**src/rtl/osc_bank_pkg.sv**
```systemverilog
// Shared types and helpers for the oscillator bank.
// Time quantities are handled here at a generous maximum width; modules narrow them to DT_WIDTH.
package osc_bank_pkg;

   localparam int unsigned DT_W_MAX = 64;

   localparam logic [DT_W_MAX-1:0] DT_MAX = '1;

   typedef struct packed {
      logic                en;
      logic [DT_W_MAX-1:0] hi;
      logic [DT_W_MAX-1:0] lo;
   } osc_cfg_t;

   // A zero half-period would stall the channel on a permanent edge, so it is stored as 1.
   function automatic logic [DT_W_MAX-1:0] sat_period(input logic [DT_W_MAX-1:0] p);
      return (p == '0) ? DT_W_MAX'(1) : p;
   endfunction

endpackage

```
**src/rtl/osc_chan.sv**
```systemverilog
// One emulated clock channel: active periods, a pending configuration slot and the edge logic.
// A pending slot is applied at once on a disabled channel, otherwise only at the channel's next edge.
module osc_chan
   import osc_bank_pkg::*;
#(
   parameter int unsigned DT_WIDTH = 27,
   parameter int unsigned DEF_HI   = 1000,
   parameter int unsigned DEF_LO   = 1000
) (
   input  logic                clk_i,
   input  logic                rst_i,
   input  logic [DT_WIDTH-1:0] dt_i,
   input  logic                wr_i,
   input  logic                cfg_en_i,
   input  logic [DT_WIDTH-1:0] cfg_hi_i,
   input  logic [DT_WIDTH-1:0] cfg_lo_i,
   output logic                clk_val_o,
   output logic [DT_WIDTH-1:0] dt_req_o,
   output logic                err_o
);

   logic                en_q, en_d;
   logic                clk_q, clk_d;
   logic                err_q, err_d;
   logic [DT_WIDTH-1:0] rem_q, rem_d;
   logic [DT_WIDTH-1:0] hi_q, hi_d;
   logic [DT_WIDTH-1:0] lo_q, lo_d;
   logic                pend_valid_q, pend_valid_d;
   logic                pend_en_q, pend_en_d;
   logic [DT_WIDTH-1:0] pend_hi_q, pend_hi_d;
   logic [DT_WIDTH-1:0] pend_lo_q, pend_lo_d;

   logic                edge_hit;
   logic                overshoot;
   logic                new_clk;
   logic [DT_WIDTH-1:0] hi_sel;
   logic [DT_WIDTH-1:0] lo_sel;

   assign edge_hit  = en_q && (dt_i >= rem_q);
   assign overshoot = en_q && (dt_i > rem_q);

   always_comb begin
      en_d         = en_q;
      clk_d        = clk_q;
      err_d        = err_q;
      rem_d        = rem_q;
      hi_d         = hi_q;
      lo_d         = lo_q;
      pend_valid_d = pend_valid_q;
      pend_en_d    = pend_en_q;
      pend_hi_d    = pend_hi_q;
      pend_lo_d    = pend_lo_q;
      new_clk      = ~clk_q;
      hi_sel       = pend_valid_q ? pend_hi_q : hi_q;
      lo_sel       = pend_valid_q ? pend_lo_q : lo_q;

      if (!en_q) begin
         if (pend_valid_q) begin
            pend_valid_d = 1'b0;
            if (pend_en_q) begin
               en_d  = 1'b1;
               clk_d = 1'b0;
               hi_d  = pend_hi_q;
               lo_d  = pend_lo_q;
               rem_d = pend_lo_q;
            end
         end
      end else if (edge_hit) begin
         if (overshoot) begin
            err_d = 1'b1;
         end
         pend_valid_d = 1'b0;
         if (pend_valid_q && !pend_en_q) begin
            en_d  = 1'b0;
            clk_d = 1'b0;
         end else begin
            clk_d = new_clk;
            hi_d  = hi_sel;
            lo_d  = lo_sel;
            rem_d = new_clk ? hi_sel : lo_sel;
         end
      end else begin
         rem_d = rem_q - dt_i;
      end

      // A write lands after any consumption above, so a write coinciding with an edge waits for the next one.
      if (wr_i) begin
         pend_valid_d = 1'b1;
         pend_en_d    = cfg_en_i;
         pend_hi_d    = DT_WIDTH'(sat_period(DT_W_MAX'(cfg_hi_i)));
         pend_lo_d    = DT_WIDTH'(sat_period(DT_W_MAX'(cfg_lo_i)));
      end
   end

   always_ff @(posedge clk_i) begin
      if (rst_i) begin
         en_q         <= 1'b0;
         clk_q        <= 1'b0;
         err_q        <= 1'b0;
         rem_q        <= DT_WIDTH'(DEF_LO);
         hi_q         <= DT_WIDTH'(DEF_HI);
         lo_q         <= DT_WIDTH'(DEF_LO);
         pend_valid_q <= 1'b0;
         pend_en_q    <= 1'b0;
         pend_hi_q    <= DT_WIDTH'(DEF_HI);
         pend_lo_q    <= DT_WIDTH'(DEF_LO);
      end else begin
         en_q         <= en_d;
         clk_q        <= clk_d;
         err_q        <= err_d;
         rem_q        <= rem_d;
         hi_q         <= hi_d;
         lo_q         <= lo_d;
         pend_valid_q <= pend_valid_d;
         pend_en_q    <= pend_en_d;
         pend_hi_q    <= pend_hi_d;
         pend_lo_q    <= pend_lo_d;
      end
   end

   assign clk_val_o = clk_q;
   assign dt_req_o  = en_q ? rem_q : DT_WIDTH'(DT_MAX);
   assign err_o     = err_q;

endmodule

```
**src/rtl/osc_bank.sv**
```systemverilog
// Bank of emulated clock oscillators exporting per-channel and minimum timestep requests.
// cfg_valid is a write strobe with no ready: every write is accepted into the target channel's pending slot.
module osc_bank
   import osc_bank_pkg::*;
#(
   parameter int unsigned N_CH     = 2,
   parameter int unsigned DT_WIDTH = 27,
   parameter int unsigned DEF_HI   = 1000,
   parameter int unsigned DEF_LO   = 1000,
   localparam int unsigned CH_W    = (N_CH > 1) ? $clog2(N_CH) : 1
) (
   input  logic                     emu_clk,
   input  logic                     emu_rst,
   input  logic [DT_WIDTH-1:0]      emu_dt,
   input  logic                     cfg_valid,
   input  logic [CH_W-1:0]          cfg_ch,
   input  logic                     cfg_en,
   input  logic [DT_WIDTH-1:0]      cfg_hi,
   input  logic [DT_WIDTH-1:0]      cfg_lo,
   output logic [N_CH-1:0]          clk_val,
   output logic [N_CH*DT_WIDTH-1:0] dt_req,
   output logic [DT_WIDTH-1:0]      dt_req_min,
   output logic [N_CH-1:0]          err_overshoot
);

   logic [DT_WIDTH-1:0] min_v;

   for (genvar i = 0; i < N_CH; i++) begin : g_chan
      logic wr;
      assign wr = cfg_valid && (cfg_ch == CH_W'(i));

      osc_chan #(
         .DT_WIDTH (DT_WIDTH),
         .DEF_HI   (DEF_HI),
         .DEF_LO   (DEF_LO)
      ) u_chan (
         .clk_i     (emu_clk),
         .rst_i     (emu_rst),
         .dt_i      (emu_dt),
         .wr_i      (wr),
         .cfg_en_i  (cfg_en),
         .cfg_hi_i  (cfg_hi),
         .cfg_lo_i  (cfg_lo),
         .clk_val_o (clk_val[i]),
         .dt_req_o  (dt_req[i*DT_WIDTH +: DT_WIDTH]),
         .err_o     (err_overshoot[i])
      );
   end

   // Purely combinational so the time manager can feed the minimum straight back as emu_dt.
   always_comb begin
      min_v = DT_WIDTH'(DT_MAX);
      for (int i = 0; i < N_CH; i++) begin
         if (dt_req[i*DT_WIDTH +: DT_WIDTH] < min_v) begin
            min_v = dt_req[i*DT_WIDTH +: DT_WIDTH];
         end
      end
   end

   assign dt_req_min = min_v;

endmodule

```
**config.mk**
```make
export PLATFORM = sky130hd
export DESIGN_NAME = osc_bank
export DESIGN_NICKNAME = d
export VERILOG_FILES = /design/src/rtl/osc_bank_pkg.sv /design/src/rtl/osc_chan.sv /design/src/rtl/osc_bank.sv
export SDC_FILE = /design/constraint.sdc
export NUM_CORES = 1
export LEC_CHECK = 0
export BUFFER_PORTS_ARGS = -buffer_cell sky130_fd_sc_hd__buf_4
export CAP_MARGIN = 20
export CELL_PAD_IN_SITES_DETAIL_PLACEMENT = 2
export CELL_PAD_IN_SITES_GLOBAL_PLACEMENT = 2
export CORE_ASPECT_RATIO = 1.5
export CORE_UTILIZATION = 38
export DETAILED_ROUTE_END_ITERATION = 10
export GPL_ROUTABILITY_DRIVEN = 0
export PLACE_DENSITY_LB_ADDON = 0.1
export SLEW_MARGIN = 20
export SYNTH_ARGS = -nofsm -noshare
export SYNTH_HDL_FRONTEND = slang
export SYNTH_HIERARCHICAL = 1
export SYNTH_SLANG_ARGS = --single-unit
```
**constraint.sdc**
```tcl
create_clock -name emu_clk -period 3.5 [get_ports emu_clk]
set_input_delay 0.35 -clock emu_clk [delete_from_list [all_inputs] [get_ports emu_clk]]
set_output_delay 0.35 -clock emu_clk [all_outputs]
set_load 0.01 [all_outputs]
```
# Word-level counts from Yosys, hierarchy flattened
# Cells that the tools add are included.
# op_classes
addsub	2
magnitude_cmp	6
n_eq_ne	8
muxes	64
n_bitwise	3
reduce_logical	24
# ops
op	count
two-way mux 27 bit	38
greater-or-equal comparator 27 bit	2
> comparator 27 bit	2
zero test 27 bit	2
subtractor 27 bit	2
less-than comparator 27 bit	1
less-than comparator 27 bit, second input constant	1
two-way mux 1 bit	26
AND reduction 3 bit	6
logical AND 1 bit	8
inequality test 2 bit, second input constant	4
AND reduction 4 bit	2
nonzero test 2 bit	4
inequality test 3 x 2 -> 1 bit, second input constant	2
inequality test 3 bit, second input constant	2
inverter 1 bit	3
zero test 1 bit	2
# totals
ff_bits	280
input_bits	86
word_cells	127

# Longest topological paths before layout
# logic_depth
word_depth	5
depth_mapped	14
depth_no_buf	11

# Modules after synthesis
# The synthesis kept the hierarchy.
# by_module_without_submodules
mod	instances	cells_each	area_per_inst_um2
osc_chan	2	889	8232.9
osc_bank	1	124	1107.3

# Worst setup path after synthesis
# No wires, ideal clock.
# synth_timing
path_kind	register to output
startpoint	register g_chan[1].u_chan.en_q
endpoint	output port dt_req_min[10]
arrival_time_ps	2997
required_ps	3150
slack_ps	153
stages_incl_launch_ff	13
cell_sequence	dfxtp_1 -> clkbuf_8 -> clkbuf_1 -> clkbuf_1 -> nand2b_1 -> ha_1 -> nand4_2 -> nor4_2 -> o311ai_1 -> and3_1 -> buf_6 -> buf_12 -> mux2_4
# synth_between
elab_chain_len	3
# synth_rtl
item	line_no	rtl
start: declaration	osc_chan.sv:22	logic en_q, en_d;
start signal: assignment	osc_chan.sv:108	en_q <= en_d;
two-way mux 27 bit	osc_chan.sv:122	assign dt_req_o = en_q ? rem_q : DT_WIDTH'(DT_MAX);
via dt_req[52]	osc_bank.sv:21	output logic [N_CH*DT_WIDTH-1:0] dt_req,
less-than comparator 27 bit	osc_bank.sv:54	if (dt_req[i*DT_WIDTH +: DT_WIDTH] < min_v) begin
two-way mux 27 bit	osc_bank.sv:54	
end: declaration	osc_bank.sv:22	output logic [DT_WIDTH-1:0] dt_req_min,
# The timed path passes the listed nets, and every way through them passes these cells.

# Final worst setup path
# layout_timing
startpoint	register g_chan[1].u_chan.en_q
endpoint	output port dt_req_min[23]
# layout_between
elab_chain_len	3
# layout_rtl
item	line_no
two-way mux 27 bit *	osc_chan.sv:122
less-than comparator 27 bit	osc_bank.sv:54
two-way mux 27 bit *	osc_bank.sv:54
# Every way passes the cells marked *; elsewhere a longest branch is shown, timed or not.

==> results.yml <==
power_and_ir_drop:
  peakVddDrop_mv: 0.415
  power.switching_mw: 2.20
  power_per_cell_area_nw_per_um2: 377
  p_leak_nw: 8.40
  switching_share_pct: 27.5
  power_frac_comb_pct: 15.3
  internal-power_mw: 5.79
  seq_power_share_pct: 42.0
  power_frac_clock_pct: 42.7
worst_setup_path:
  required_ps: 3150
  cp_common_cell: "buf_12"
  cpPeakStageDelay_ps: 400
  crit_slowest_cell: "dfxtp_4"
  regToRegSetupSlack_ps: 220
  critPathKind: "flip-flop to output port"
  critPathCaptureType: "output port"
  worstReg2RegStart: "g_chan[0].u_chan/rem_q[18]$_SDFFE_PP0P_"
  path_cells: "buf_12 -> nand2b_2 -> ha_4 -> nand4_4 -> nor4_4 -> o311ai_2 -> and3_4 -> buf_12 -> buf_16 -> mux2_4 -> buf_6"
  crit_fanout: 7
  arrival_ps: 3350
  startpoint_type: "flip-flop"
  cp-startpoint: "g_chan[1].u_chan/en_q$_SDFF_PP0_"
synth:
  synthArstFlopShare_pct: 0
  synth_edf_count: 0
  netlist_area_sq_um: 17600
  synthCells: 1902
  yosys_warnings: 6
  syn-num-nets: 2070
  synth_top_area_share_pct: 31.9
  ys.flop_type: "dfxtp_1"
  avgSynthCellArea_sq_um: 9.24
  synth_area_leader_cell: "dfxtp_1"
  ys_top_cells_by_area: "dfxtp_1 32%, mux2i_1 13%, mux4_2 6.9%"
  ys_seq_area_share_pct: 31.9
  synthDistinctLibCells: 84
  ys_seq_elements: 280
finish:
  final_common_cell: "dfxtp_1"
  finish.utilization_pct: 46.5
  drive_gt1_share_pct: 24.7
  final_area_sq_um: 21200
  syn2layout_area_growth_pct: 20.8
  multi_input_area_sq_um: 11300
  diodes: 0
  nets: 2225
  regArea_sq_um: 5620
  fillerInstances: 4907
  final_cell_mix: "273 x dfxtp_1, 236 x mux2i_1, 234 x nor2_1"
clock_tree:
  clockBufferDepth: 3
  tritoncts: "done"
  insertion_delay_ps: 580
  cts_num_sinks: 280
  cts_buffers: 30
  clkSlewWorstSetupHoldPaths_ps: 60
  h-tree-depth: 1
  cts.root.buffer_cell: "clkbuf_16"
  postCtsHoldBufs: 0
outcome:
  status: "finished, violations left"
  violations: "setup timing"
worst_hold_path:
  worstHoldStart: "cfg_lo[7]"
  min_path_type: "primary input to flip-flop"
place:
  port_buffers: 170
  dp_hpwl_um: 56900
  placed_area_sq_um: 19300
  post-place-ws_ps: -68.0
route:
  ant_nets: 0
  vias: 16042
  wl_per_cell_um: 29.3
  routed_wl_um: 78100
  viasPerCell: 6.01
  detail_route.iter0.violations: 936
  drc: 0
  firstDrtPassIters: 5
global_routing:
  overflow: 0
  grt_max_degree: 119
  grt_pass1_wl_um: 112000
  grt_pass1_vias: 17256
  track_usage_pct: 32.1
  grt_antenna_before_repair: 0
floorplanning:
  ios: 171
  num_rows: 96
  start_util_pct: 38.5
  dieArea_sq_um: 47100
  die_h_um: 265
  die_w_um: 178
  core-area_sq_um: 45600
sta:
  post-route-period-util_pct: 106
  grt_setup_unrepaired: "yes"
  fmax_mhz: 270
  setup_viol_count_final: 27
  clock_skew_ps: 15.0
  tightest_slew_ps: 1080
  holdWs_ps: 72.7
  period_minus_slack_ps: 3700
  final.setup.worst_slack_ps: -197
  slew_viol_final: 0
  hold_viol_final: 0
  slew_headroom_pct: 28.3
job:
  maxCapViolCount: 0
==> worst paths after layout <==
kind,endpoint,depth (start not counted)
max,dt_req_min[23],11
min,g_chan[0].u_chan/pend_lo_q[7]$_SDFFE_PP1P_,3
max reg2reg,g_chan[0].u_chan/lo_q[20]$_SDFFE_PP0P_,9
min reg2reg,g_chan[0].u_chan/lo_q[8]$_SDFFE_PP1P_,2
==> area by class of cell <==
| class | instances | share of cell area, % |
|---|---|---|
| timing repair buffer | 238 | 10.1 |
| tap | 588 | 3.46 |
| multi-input combinational | 1401 | 53.2 |
| clock buffer | 46 | 4.34 |
| clock inverter | 8 | 0.583 |
| sequential | 280 | 26.5 |
| inverter | 106 | 1.90 |
==> power by group through the flow <==
stage,sequential (mW),combinational [mW],clock (mW)
after global routing,3.37,1.29,3.58
after CTS,3.36,1.17,3.48
after detailed placement,3.43,1.06,0
final,3.36,1.22,3.41
after global placement,3.42,1.04,0
after floorplan,3.38,0.679,0
==> critical path, delay by kind of cell (launching register included) <==
family | cells | cell delay (ps)
flops | 1 | 400
buf+inv | 4 | 550
mux | 1 | 320
fa+ha+maj | 1 | 370
simple gates | 4 | 920
compound gates | 1 | 180
==> repair_timing <==
action / 4_1_cts / 5_1_grt
setup endpoints to repair: 29 / 27
setup buffers: 13 / 6
hold endpoints to repair: 0 / 0
pin swaps: 9 / 12
gates cloned: 3 / 1
resized for setup: 83 / 56
==> metrics by stage <==
step / power (mW) / cells / setup TNS, ps
5_1_grt: 8.24 / 2667 / -6150
3_5_place_dp: 4.49 / 2590 / -189
2_1_floorplan: 4.06 / 1902 / 0
3_3_place_gp: 4.46 / 2590 / 0
6_report: 8.00 / 2667 / -4450
4_1_cts: 8.00 / 2660 / -27.7
==> registers in the layout (all words and copies together) (netlist names) <==
| signal | count |
|---|---|
| g_chan.u_chan/pend_hi_q | 54 |
| g_chan.u_chan/lo_q | 54 |
| g_chan.u_chan/pend_en_q | 2 |
| g_chan.u_chan/rem_q | 54 |
| g_chan.u_chan/pend_valid_q | 2 |
| g_chan.u_chan/err_o | 2 |
| g_chan.u_chan/clk_val_o | 2 |
| g_chan.u_chan/en_q | 2 |
| g_chan.u_chan/hi_q | 54 |
| g_chan.u_chan/pend_lo_q | 54 |
==> cells by family after synthesis <==
family / share of synthesized area, %
AND/OR/NAND/NOR: 16.4
adder cells (fa/ha/maj): 5.92
buffers and inverters: 6.73
XOR/XNOR: 1.50
multiplexers: 22.6
AO/OA/AOI/OAI: 14.9
flip-flops: 31.9
==> per-layer routing <==
metal  wire [um]  track usage [%]  vias to the layer above
met3        2960             3.49                      173
met1       30300             36.7                     8226
met5           0                0                        -
li1            -                -                     7175
met2       39600             57.1                      468
met4        5180             19.1                        0
==> Yosys cell counts, drive strengths merged, types with 34 or more instances <==
master  number
buf         49
ha          80
dfxtp      280
mux4        54
inv        104
nand2b      53
clkbuf      66
o21ai       65
mux2i      236
nor2       236
nand2      150
a21oi       93
nor3        34
Note: power is estimated with default switching activity, not from simulation.
